==> src/rtl/mem_arbiter_pkg.sv <==
// mem_arbiter_pkg
//   Shared definitions for the CPU/VIDAC memory arbiter:
//   - FSM state encoding (CPU, VA = VIDAC address phase, VR = VIDAC return)
//   - default physical base of video memory
//   - 20-bit address-add helper that maps an 18-bit VIDAC offset into
//     the physical address space (modulo 2^20, wrap-around allowed)
package mem_arbiter_pkg;

    localparam logic [1:0] ST_CPU = 2'd0;
    localparam logic [1:0] ST_VA  = 2'd1;
    localparam logic [1:0] ST_VR  = 2'd2;

    typedef enum logic [1:0] {
        CPU = ST_CPU,
        VA  = ST_VA,
        VR  = ST_VR
    } arb_state_e;

    localparam logic [19:0] VID_BASE_DEFAULT = 20'hA0000;

    // Physical address of a VIDAC offset; carry out of bit 19 is dropped.
    function automatic logic [19:0] vid_phys_addr(input logic [19:0] base,
                                                  input logic [17:0] offset);
        return base + {2'b00, offset};
    endfunction

endpackage

==> src/rtl/mem_arbiter_if.sv <==
// mem_arbiter_if
//   Bundles the three buses around the arbiter.
//   CPU side  : cpu_address, cpu_out, cpu_we -> arbiter; cpu_in, cpu_ce <- arbiter
//   VIDAC side: vid_req, vid_a, vid_o, vid_w -> arbiter; vid_ack, vid_i <- arbiter
//   Memory    : mem_address, mem_wdata, mem_we <- arbiter; mem_rdata -> arbiter
//   Modports: slave = the arbiter itself, master = the surrounding system.
interface mem_arbiter_if;
    logic [19:0] cpu_address;
    logic [7:0]  cpu_out;
    logic        cpu_we;
    logic [7:0]  cpu_in;
    logic        cpu_ce;

    logic        vid_req;
    logic [17:0] vid_a;
    logic [7:0]  vid_o;
    logic        vid_w;
    logic        vid_ack;
    logic [7:0]  vid_i;

    logic [19:0] mem_address;
    logic [7:0]  mem_wdata;
    logic        mem_we;
    logic [7:0]  mem_rdata;

    modport slave (
        input  cpu_address, cpu_out, cpu_we,
        output cpu_in, cpu_ce,
        input  vid_req, vid_a, vid_o, vid_w,
        output vid_ack, vid_i,
        output mem_address, mem_wdata, mem_we,
        input  mem_rdata
    );

    modport master (
        output cpu_address, cpu_out, cpu_we,
        input  cpu_in, cpu_ce,
        output vid_req, vid_a, vid_o, vid_w,
        input  vid_ack, vid_i,
        input  mem_address, mem_wdata, mem_we,
        output mem_rdata
    );
endinterface

==> src/rtl/mem_arbiter.sv <==
// mem_arbiter
//   Shares a single-port byte memory between the CPU (priority, stalled via
//   cpu_ce) and the VIDAC accelerator. While VIDAC requests, one two-cycle
//   slot (VA, VR) is stolen after every CPU_BURST CPU cycles.
// Ports:
//   clock, reset  - system clock, asynchronous active-high reset
//   bus           - mem_arbiter_if.slave (CPU, VIDAC and memory buses)
//   stat_steal    - (MEM_ARB_STATS_EN only) VA entries since reset, saturating
//   stat_wait     - (MEM_ARB_STATS_EN only) cycles with vid_req=1 in CPU state
// Parameters:
//   VID_BASE      - physical base added to the VIDAC offset
//   CPU_BURST     - CPU cycles between VIDAC slots, 1..15
// Build option: define MEM_ARB_STATS_EN to add the two statistics counters.
module mem_arbiter
    import mem_arbiter_pkg::*;
#(
    parameter logic [19:0] VID_BASE  = VID_BASE_DEFAULT,
    parameter int          CPU_BURST = 4
) (
    input  logic clock,
    input  logic reset,
    mem_arbiter_if.slave bus
`ifdef MEM_ARB_STATS_EN
    ,
    output logic [15:0] stat_steal,
    output logic [15:0] stat_wait
`endif
);

    localparam logic [4:0] BURST = 5'(CPU_BURST);

    arb_state_e state_q, state_d;
    logic [3:0] cnt_q, cnt_d;
    logic       vid_ack_q, vid_ack_d;
    logic [7:0] vid_i_q, vid_i_d;
    logic [7:0] hold_q, hold_d;
    logic       last_cpu_q, last_cpu_d;

    logic [4:0] cnt_inc;
    logic       burst_done;

    assign cnt_inc    = {1'b0, cnt_q} + 5'd1;
    assign burst_done = (cnt_inc >= BURST);

    // Next state and memory-side muxing.
    always_comb begin
        state_d         = state_q;
        cnt_d           = cnt_q;
        bus.cpu_ce      = 1'b1;
        bus.mem_address = bus.cpu_address;
        bus.mem_wdata   = bus.cpu_out;
        bus.mem_we      = 1'b0;
        case (state_q)
            CPU: begin
                // reset forces state to CPU asynchronously; keep writes off then
                bus.mem_we = bus.cpu_we & ~reset;
                cnt_d      = burst_done ? BURST[3:0] : cnt_inc[3:0];
                if (bus.vid_req && burst_done)
                    state_d = VA;
            end
            VA: begin
                bus.cpu_ce      = 1'b0;
                bus.mem_address = vid_phys_addr(VID_BASE, bus.vid_a);
                bus.mem_wdata   = bus.vid_o;
                bus.mem_we      = bus.vid_w;
                cnt_d           = 4'd0;
                state_d         = VR;
            end
            VR: begin
                // CPU address goes back out now so its read data is ready
                // when cpu_ce returns.
                bus.cpu_ce = 1'b0;
                state_d    = CPU;
            end
            default: state_d = CPU;
        endcase
    end

    // VIDAC return path and CPU read-data hold.
    always_comb begin
        vid_ack_d  = (state_q == VR);
        vid_i_d    = (state_q == VR) ? bus.mem_rdata : vid_i_q;
        last_cpu_d = (state_q == CPU) || (state_q == VR);
        hold_d     = last_cpu_q ? bus.mem_rdata : hold_q;
    end

    always_ff @(posedge clock or posedge reset) begin
        if (reset) begin
            state_q    <= CPU;
            cnt_q      <= 4'd0;
            vid_ack_q  <= 1'b0;
            vid_i_q    <= 8'h00;
            hold_q     <= 8'h00;
            last_cpu_q <= 1'b1;
        end else begin
            state_q    <= state_d;
            cnt_q      <= cnt_d;
            vid_ack_q  <= vid_ack_d;
            vid_i_q    <= vid_i_d;
            hold_q     <= hold_d;
            last_cpu_q <= last_cpu_d;
        end
    end

    assign bus.vid_ack = vid_ack_q;
    assign bus.vid_i   = vid_i_q;
    // mem_rdata belongs to the CPU only when the previous cycle's address was
    // the CPU's; during the VIDAC return cycle the held byte is shown instead.
    assign bus.cpu_in  = last_cpu_q ? bus.mem_rdata : hold_q;

`ifdef MEM_ARB_STATS_EN
    logic [15:0] steal_q, steal_d;
    logic [15:0] wait_q, wait_d;

    always_comb begin
        steal_d = steal_q;
        wait_d  = wait_q;
        if (state_q == CPU && state_d == VA && steal_q != 16'hFFFF)
            steal_d = steal_q + 16'd1;
        if (state_q == CPU && bus.vid_req && wait_q != 16'hFFFF)
            wait_d = wait_q + 16'd1;
    end

    always_ff @(posedge clock or posedge reset) begin
        if (reset) begin
            steal_q <= 16'd0;
            wait_q  <= 16'd0;
        end else begin
            steal_q <= steal_d;
            wait_q  <= wait_d;
        end
    end

    assign stat_steal = steal_q;
    assign stat_wait  = wait_q;
`endif

endmodule

==> src/flat_wrapper.sv <==
// flat-port wrapper written by rule: the top's interface ports become plain ports
module mem_arbiter_flat import mem_arbiter_pkg::*;
#(
    parameter logic [19:0] VID_BASE  = VID_BASE_DEFAULT,
    parameter int          CPU_BURST = 4
)
  (clock, reset, bus_cpu_address, bus_cpu_out, bus_cpu_we, bus_cpu_in, bus_cpu_ce, bus_vid_req, bus_vid_a, bus_vid_o, bus_vid_w, bus_vid_ack, bus_vid_i, bus_mem_address, bus_mem_wdata, bus_mem_we, bus_mem_rdata);
  mem_arbiter_if bus_i ();
  input  logic clock;
  input  logic reset;
  input wire logic [$bits(bus_i.cpu_address)-1:0] bus_cpu_address;
  input wire logic [$bits(bus_i.cpu_out)-1:0] bus_cpu_out;
  input wire logic [$bits(bus_i.cpu_we)-1:0] bus_cpu_we;
  output wire logic [$bits(bus_i.cpu_in)-1:0] bus_cpu_in;
  output wire logic [$bits(bus_i.cpu_ce)-1:0] bus_cpu_ce;
  input wire logic [$bits(bus_i.vid_req)-1:0] bus_vid_req;
  input wire logic [$bits(bus_i.vid_a)-1:0] bus_vid_a;
  input wire logic [$bits(bus_i.vid_o)-1:0] bus_vid_o;
  input wire logic [$bits(bus_i.vid_w)-1:0] bus_vid_w;
  output wire logic [$bits(bus_i.vid_ack)-1:0] bus_vid_ack;
  output wire logic [$bits(bus_i.vid_i)-1:0] bus_vid_i;
  output wire logic [$bits(bus_i.mem_address)-1:0] bus_mem_address;
  output wire logic [$bits(bus_i.mem_wdata)-1:0] bus_mem_wdata;
  output wire logic [$bits(bus_i.mem_we)-1:0] bus_mem_we;
  input wire logic [$bits(bus_i.mem_rdata)-1:0] bus_mem_rdata;
  assign bus_i.cpu_address = bus_cpu_address;
  assign bus_i.cpu_out = bus_cpu_out;
  assign bus_i.cpu_we = bus_cpu_we;
  assign bus_cpu_in = bus_i.cpu_in;
  assign bus_cpu_ce = bus_i.cpu_ce;
  assign bus_i.vid_req = bus_vid_req;
  assign bus_i.vid_a = bus_vid_a;
  assign bus_i.vid_o = bus_vid_o;
  assign bus_i.vid_w = bus_vid_w;
  assign bus_vid_ack = bus_i.vid_ack;
  assign bus_vid_i = bus_i.vid_i;
  assign bus_mem_address = bus_i.mem_address;
  assign bus_mem_wdata = bus_i.mem_wdata;
  assign bus_mem_we = bus_i.mem_we;
  assign bus_i.mem_rdata = bus_mem_rdata;
  mem_arbiter #(.VID_BASE(VID_BASE), .CPU_BURST(CPU_BURST)) u_core (.clock(clock), .reset(reset), .bus(bus_i));
endmodule
==> config.mk <==
export PLATFORM = sky130hd
export DESIGN_NAME = mem_arbiter_flat
export DESIGN_NICKNAME = d
export VERILOG_FILES = /design/src/rtl/mem_arbiter_pkg.sv /design/src/rtl/mem_arbiter_if.sv /design/src/rtl/mem_arbiter.sv /design/src/flat_wrapper.sv
export SDC_FILE = /design/constraint.sdc
export NUM_CORES = 1
export LEC_CHECK = 0
export ABC_AREA = 1
export CORE_MARGIN = 8
export CORE_UTILIZATION = 50
export DETAILED_ROUTE_END_ITERATION = 10
export DONT_BUFFER_PORTS = 1
export GPL_ROUTABILITY_DRIVEN = 0
export PLACE_DENSITY_LB_ADDON = 0.2
export SETUP_SLACK_MARGIN = 0.5
export SLEW_MARGIN = 20
export SYNTH_ARGS = -nofsm -noshare
export SYNTH_HDL_FRONTEND = slang
export SYNTH_SLANG_ARGS = --single-unit
==> constraint.sdc <==
create_clock -name clock -period 2.8 [get_ports clock]
set_input_delay 0.28 -clock clock [delete_from_list [all_inputs] [get_ports clock]]
set_output_delay 0.28 -clock clock [all_outputs]
set_load 0.01 [all_outputs]
==> results of run 1 <==
worst max-delay path, cell delays in order, from the launching register on:
cell and delay, ns:
dfrtp_1 0.40, inv_1 0.08, ha_1 0.20, inv_1 0.59, nand2_1 0.13, nand2_1 0.15
metrics by stage:
| step | worst slack (ns) | total power, mW | utilization, % | hold WS, ns |
|---|---|---|---|---|
| finish | 0.6711 | 1.359 | 52.02 | 0.1227 |
| global route | 0.5039 | 1.478 | 52.02 | 0.09700 |
| CTS | 0.6483 | 1.388 | 52.02 | 0.1131 |
| detailed placement | 1.002 | 1.240 | 50.66 | 0.2389 |
| global placement | 1.089 | 1.209 | 50.66 | 0.2328 |
| floorplan | 1.442 | 1.142 | - | 0.3021 |
metal layers:
layer  up-vias  part of all wire, %  track usage [%]
li1        515                    -                -
met1       472                   36            14.57
met2        75                   49            24.74
met3         6                   13            4.419
met4         0                  2.1            5.882
met5         -                    0                0
cells by family after synthesis:
group | count (synthesis) | share of synthesized area [%]
AO/OA/AOI/OAI | 4 | 1.484
flip-flops | 24 | 44.62
buffers and inverters | 18 | 6.770
AND/OR/NAND/NOR | 101 | 29.13
multiplexers | 16 | 13.36
adder cells (fa/ha/maj) | 5 | 4.638
cell type report:
class                           instances  area [um^2]  area share (%)
Inverter                               10        37.54           2.710
Multi-Input combinational cell        126        655.6           47.34
Timing Repair Buffer                    3        25.02           1.807
Tap cell                               31        38.79           2.800
Clock buffer                            4        26.28           1.897
Sequential cell                        24        601.8           43.45
power by group through the flow:
stage,clock (mW),sequential (mW),combinational [mW]
floorplan,0,0.582,0.560
global placement,0,0.617,0.592
detailed placement,0,0.626,0.613
CTS,0.155,0.619,0.615
global route,0.170,0.634,0.674
finish,0.146,0.612,0.600
timing repair:
item	CTS	global route
hold buffers	1	0
gates resized for setup	0	0
setup endpoints to repair	0	0
endpoints found under the hold margin	23	0
flip-flops by register name, indices dropped and copies added, names as in the netlist:
name	flops
u_core.bus.vid_ack	1
u_core.bus.vid_i	8
u_core.state_q	2
u_core.last_cpu_q	1
u_core.cnt_q	4
u_core.hold_q	8
cell usage after synthesis (2+ instances only):
cell type,n
dfrtp_1,23
nand3_1,6
mux2_2,16
o21ai_1,2
nor2_1,3
inv_1,9
buf_2,5
ha_1,5
nand2_1,89
buf_4,2
or2_2,2
final timing paths:
check                                   from             endpoint  slack, ns  cells past startpoint
max                        u_core.state_q[1]  bus_mem_address[11]       0.67                      5
min                         bus_mem_rdata[1]  u_core.bus.vid_i[1]       0.12                      1
max reg2reg                u_core.state_q[1]      u_core.cnt_q[0]       1.13                      5
min reg2reg                  u_core.cnt_q[3]      u_core.cnt_q[3]       0.53                      2
max in group asynchronous              reset    u_core.last_cpu_q       2.05                      3
min in group asynchronous              reset  u_core.bus.vid_i[1]       0.46                      3
==> results.md, run 1 <==
- Max VDD drop: 0.5283 mV
- P_int: between 0.7 and 0.8 mW
- Final Instance Area: 1385 um^2
- TritonCTS clock tree: yes
- Clock Latency Late Sink: roughly 0.3 ns
- Rel. slew slack: between 40% and 50%
- Setup CP Type: flop to output pin
- Async SR Flop Fraction: between 90% and 100%
- Tightest Pin Transition: roughly 0.80 ns
- Site row count: 19
- Via count: between 1,000 and 1,500
- Longest Clk Path Bufs: 2
- Routed wire per std cell: 16.98 um
- Seq cells post-synth: 24
- Core Footprint: roughly 2700 um^2
- Post-synth top area share: between 40% and 50%
- P&R area growth vs syn: 2.690%
- HP Class: input pin to flop
- Setup crit start kind: flop
- Ys Warns: 0
- Global-route wire length before repair: roughly 5100 um
- HPWL after DPL: 2829 um
- Max-slew violation count: 0
- Die ar.: 4616 um^2
- Area after DPL: about 1300 um^2
- PD cells: about 1000 nW/um^2
- Die H: between 60 and 70 um
- Commonest non-fill, non-tap cell in the layout: nand2_1
- Global route total overflow: 0
- Synth Cell Area: 1349 um^2
- Leak: 0.7380 nW
- Clock share of power: 10.8%
- Drt pass-1 iters: 4
- CTS Root Cell: clkbuf_4
- Synth unique cells: 17
- Initial Util: between 50% and 60%
- Largest net degree at the start of global routing: 32
- Syn Nets: 240
- H-tree depth: 1
- Reg power frac: about 45%
- Clock skew: ~0.0034 ns
- IO Count: 114
- GRT Overall Usage: 13.82%
- Fill count: 249
- Final nets: 240
- Commonest cells after routing, fill and taps aside: 89 x nand2_1, 23 x dfrtp_1, 16 x mux2_2
- Final wirelength: approximately 3400 um
- Arrival time at the worst endpoint: between 1.5 and 2 ns
- Sw Ratio: between 40% and 50%
- Status: completed
- Layout cells sized above 1: ~15%
- Final setup fails: 0
- Cells after DPL: around 190
- Seq/Total Area, Yosys: between 40% and 50%
- ANT cells: 0
- WP data required: ~2.5 ns
- EDFF count, synth: 0
- CTS Buf Count: 3
- Fmax: ~470 MHz
- Net Switching: 0.5929 mW
- Largest area contributor in the netlist: dfrtp_1
- Initial antenna violation count: 0
- Unrepaired setup endpoints after global routing: no
- Crit Path Max Fanout: 31
- Setup_tns: 0 ns
- DRT antenna net count: 0
- Port bufs: 0
- Die width: 67.94 um
- Final Hold Vio Count: 0
- Final Cycle Share: between 70% and 80%
- Post-CTS setup buffer count: 0
- Clock period minus worst slack: between 2 and 2.5 ns
- Via density: between 5 and 6
- Synth top area cells: dfrtp_1 43%, nand2_1 25%, mux2_2 13%, ha_1 4.6%, inv_1 2.5%
- Synthesized netlist cell count: between 150 and 200
- Reg clk slew, reported paths: ~0.12 ns
- Max-cap violations: 0
- Setup crit end kind: output pin
- DR iter-0 viols: 54
- Comb pwr share: 44.2%
- Ys flop type: dfrtp_1
- Mapped Avg Cell Area: roughly 8 um^2
- Clk sinks: 24
- Non-filler cells in the finished layout: just under 200
- Drt drc: 0
- Vias in the first global route: 1,178
Note: power is estimated with default switching activity, not from simulation.
==> inputs of run 2 (changes only) <==
==> constraint.sdc (replaced) <==
create_clock -name clock -period 1.7 [get_ports clock]
set_input_delay 0.17 -clock clock [delete_from_list [all_inputs] [get_ports clock]]
set_output_delay 0.17 -clock clock [all_outputs]
set_load 0.01 [all_outputs]
==> results.md, run 2 (synthesis results as in run 1) <==
- WP data required: 1.53 ns (-0.99 ns)
- Clock period minus worst slack: ~1.6 ns
- Drt drc: 0 (unchanged)
- Comb pwr share: 55.8% (+12 points)
- Fill count: 167 (-33%)
- Final wirelength: 4388 um (+30%)
- Reg clk slew, reported paths: 0.14 ns (+0.02 ns)
- Clock skew: 0.01414 ns (+0.01075 ns)
- HPWL after DPL: 3002 um (+6.1%)
- Multi-input gate area: 968.4 um^2 (+48%)
- H-tree depth: 1 (unchanged)
- Commonest non-fill, non-tap cell in the layout: nand2_1
- Tightest Pin Transition: 0.2953 ns (-0.5067 ns)
- Via count: 1,231 (+15%)
- Routed wire per std cell: 19.50 um (+15%)
- HP Class: input pin to flop
- CTS Buf Count: 3 (unchanged)
- Vias in the first global route: 1,366 (+16%)
- Final nets: 267 (+11%)
- Final setup fails: 0 (unchanged)
- Final Instance Area: 2027 um^2 (+46%)
- Top Family by Delay on Critical Path: flip-flops
- Setup CP Type: flop to output pin
- DR iter-0 viols: 43 (-20%)
- Drt pass-1 iters: 4 (unchanged)
- Fmax: between 600 and 700 MHz
- Largest net degree at the start of global routing: 25 (-22%)
- Register area: 601.8 um^2 (unchanged)
- Sw Ratio: 40.78% (-2.9 points)
- Setup_tns: 0 ns (unchanged)
- Port bufs: 0 (unchanged)
- TritonCTS clock tree: yes
- Setup crit start kind: flop
- Global-route wire length before repair: 6479 um (+27%)
- PD cells: 1592 nW/um^2 (+62%)
- Net Switching: 1.316 mW (+120%)
- P&R area growth vs syn: 50.28%
- Setup crit end kind: output pin
- Die width: 67.94 um (unchanged)
- Crit Path Max Fanout: 5 (-84%)
- ANT cells: 0 (unchanged)
- Reg power frac: 31.5% (-14 points)
- Area after DPL: 1378 um^2 (+2.1%)
- Clock Latency Late Sink: 0.31 ns (about the same)
- Die H: 67.94 um (unchanged)
- Clk sinks: 24 (unchanged)
- Final Hold Vio Count: 0 (unchanged)
- Longest Clk Path Bufs: 2 (unchanged)
- Worst path buffer plus inverter count: 1 (-1)
- P_int: 1.911 mW (+150%)
- GRT Overall Usage: 18.20% (+4.4 points)
- Max VDD drop: 1.149 mV (+120%)
- Max-cap violations: 0 (unchanged)
- Max-slew violation count: 0 (unchanged)
- Status: completed
- Final Cycle Share: between 90% and 100%
- Rel. slew slack: 80.31% (+34 points)
- Global route total overflow: 0 (unchanged)
- Site row count: 19 (unchanged)
- Unrepaired setup endpoints after global routing: yes
- Commonest cells after routing, fill and taps aside: 40 x nand2_1, 31 x nand2_2, 23 x dfrtp_1
- CTS Root Cell: clkbuf_4
- Max stage delay on crit path: 0.62 ns (+0.03 ns)
- Layout cells sized above 1: 54.12% (+39 points)
- Via density: 5.471 (+1.4%)
- Critical path cell sequence: buf_12, mux2_4
- Core Footprint: 2663 um^2 (unchanged)
- IO Count: 114 (unchanged)
- Clock share of power: 12.6% (+1.8 points)
- DRT antenna net count: 0 (unchanged)
- Arrival time at the worst endpoint: 1.39 ns (-0.46 ns)
- Slowest cell on crit path: dfstp_2
- Die ar.: 4616 um^2 (unchanged)
- Initial Util: 50.66% (unchanged)
- Initial antenna violation count: 0 (unchanged)
- Leak: 0.9879 nW (+34%)
==> run 2: worst reg2reg max path: stages, from the launching register on <==
cell and delay [ns]:
dfrtp_1 0.45, inv_2 0.12, buf_6 0.11, ha_4 0.16
buf_12 0.11, mux2_2 0.32
==> run 2: cell type report <==
| type | instances | area share [%] |
|---|---|---|
| Tap cell | 31 | 1.914 |
| Inverter | 10 | 2.099 |
| Clock inverter | 1 | 1.481 |
| Sequential cell | 24 | 29.69 |
| Multi-Input combinational cell | 126 | 47.78 |
| Clock buffer | 3 | 1.111 |
| Timing Repair Buffer | 30 | 15.93 |
==> run 2: final timing paths <==
check                      slack (ns)  cells after the start             endpoint              start
setup / recovery                 0.14                      2        bus_cpu_in[1]  u_core.last_cpu_q
hold / removal                   0.02                      2    u_core.state_q[0]        bus_vid_req
setup reg to reg                 0.34                      5  u_core.bus.vid_i[0]  u_core.state_q[0]
hold reg to reg                  0.53                      2      u_core.cnt_q[3]    u_core.cnt_q[3]
max in group asynchronous        1.02                      3    u_core.last_cpu_q              reset
min in group asynchronous        0.40                      3     u_core.hold_q[4]              reset
==> run 2: per-layer routing <==
metal  vias up  routed length, um  part of all wire (%)  global-route usage (%)
li1        577                  -                     -                       -
met1       571               1415                    32                   17.87
met2        75               2384                    54                   34.00
met3         8                467                    11                   6.710
met4         0                120                   2.7                   6.650
met5         -                  0                     0                       0
==> run 2: stage by stage <==
stage | setup slack (ns) | utilization [%] | hold slack, ns | cells | total power, mW
after floorplan | 0.4807 | - | 0.1921 | 168 | 1.903
after global placement | 0.3340 | 51.74 | 0.1935 | 196 | 2.040
after detailed placement | 0.2608 | 51.74 | 0.1988 | 196 | 2.091
after CTS | 0.1293 | 71.33 | 0.0004300 | 220 | 3.092
after global routing | 0.08427 | 76.13 | 0.009490 | 225 | 3.448
final | 0.1393 | 76.13 | 0.02123 | 225 | 3.227
==> run 2: timing repair <==
action	CTS	global route
hold buffers	6	3
buffers inserted	11	2
gates cloned	3	0
endpoints found under the setup margin	54	57
endpoints found under the hold margin	28	3
resized for setup	86	20
pin swaps	23	11
==> run 2: power by group through the flow <==
stage	combinational (mW)	clock [mW]	sequential [mW]
6_report	1.80	0.407	1.02
2_1_floorplan	0.944	0	0.959
3_5_place_dp	1.06	0	1.03
3_3_place_gp	1.02	0	1.02
4_1_cts	1.66	0.415	1.01
5_1_grt	1.96	0.443	1.04
==> inputs of run 3 (changes only) <==
--- a/config.mk
+++ b/config.mk
@@ -13,7 +13,6 @@
 export GPL_ROUTABILITY_DRIVEN = 0
 export PLACE_DENSITY_LB_ADDON = 0.2
 export SETUP_SLACK_MARGIN = 0.5
-export SLEW_MARGIN = 20
 export SYNTH_ARGS = -nofsm -noshare
 export SYNTH_HDL_FRONTEND = slang
 export SYNTH_SLANG_ARGS = --single-unit
==> results of run 3 <==
Final layout, timing and power as in run 2 (identical DEF).
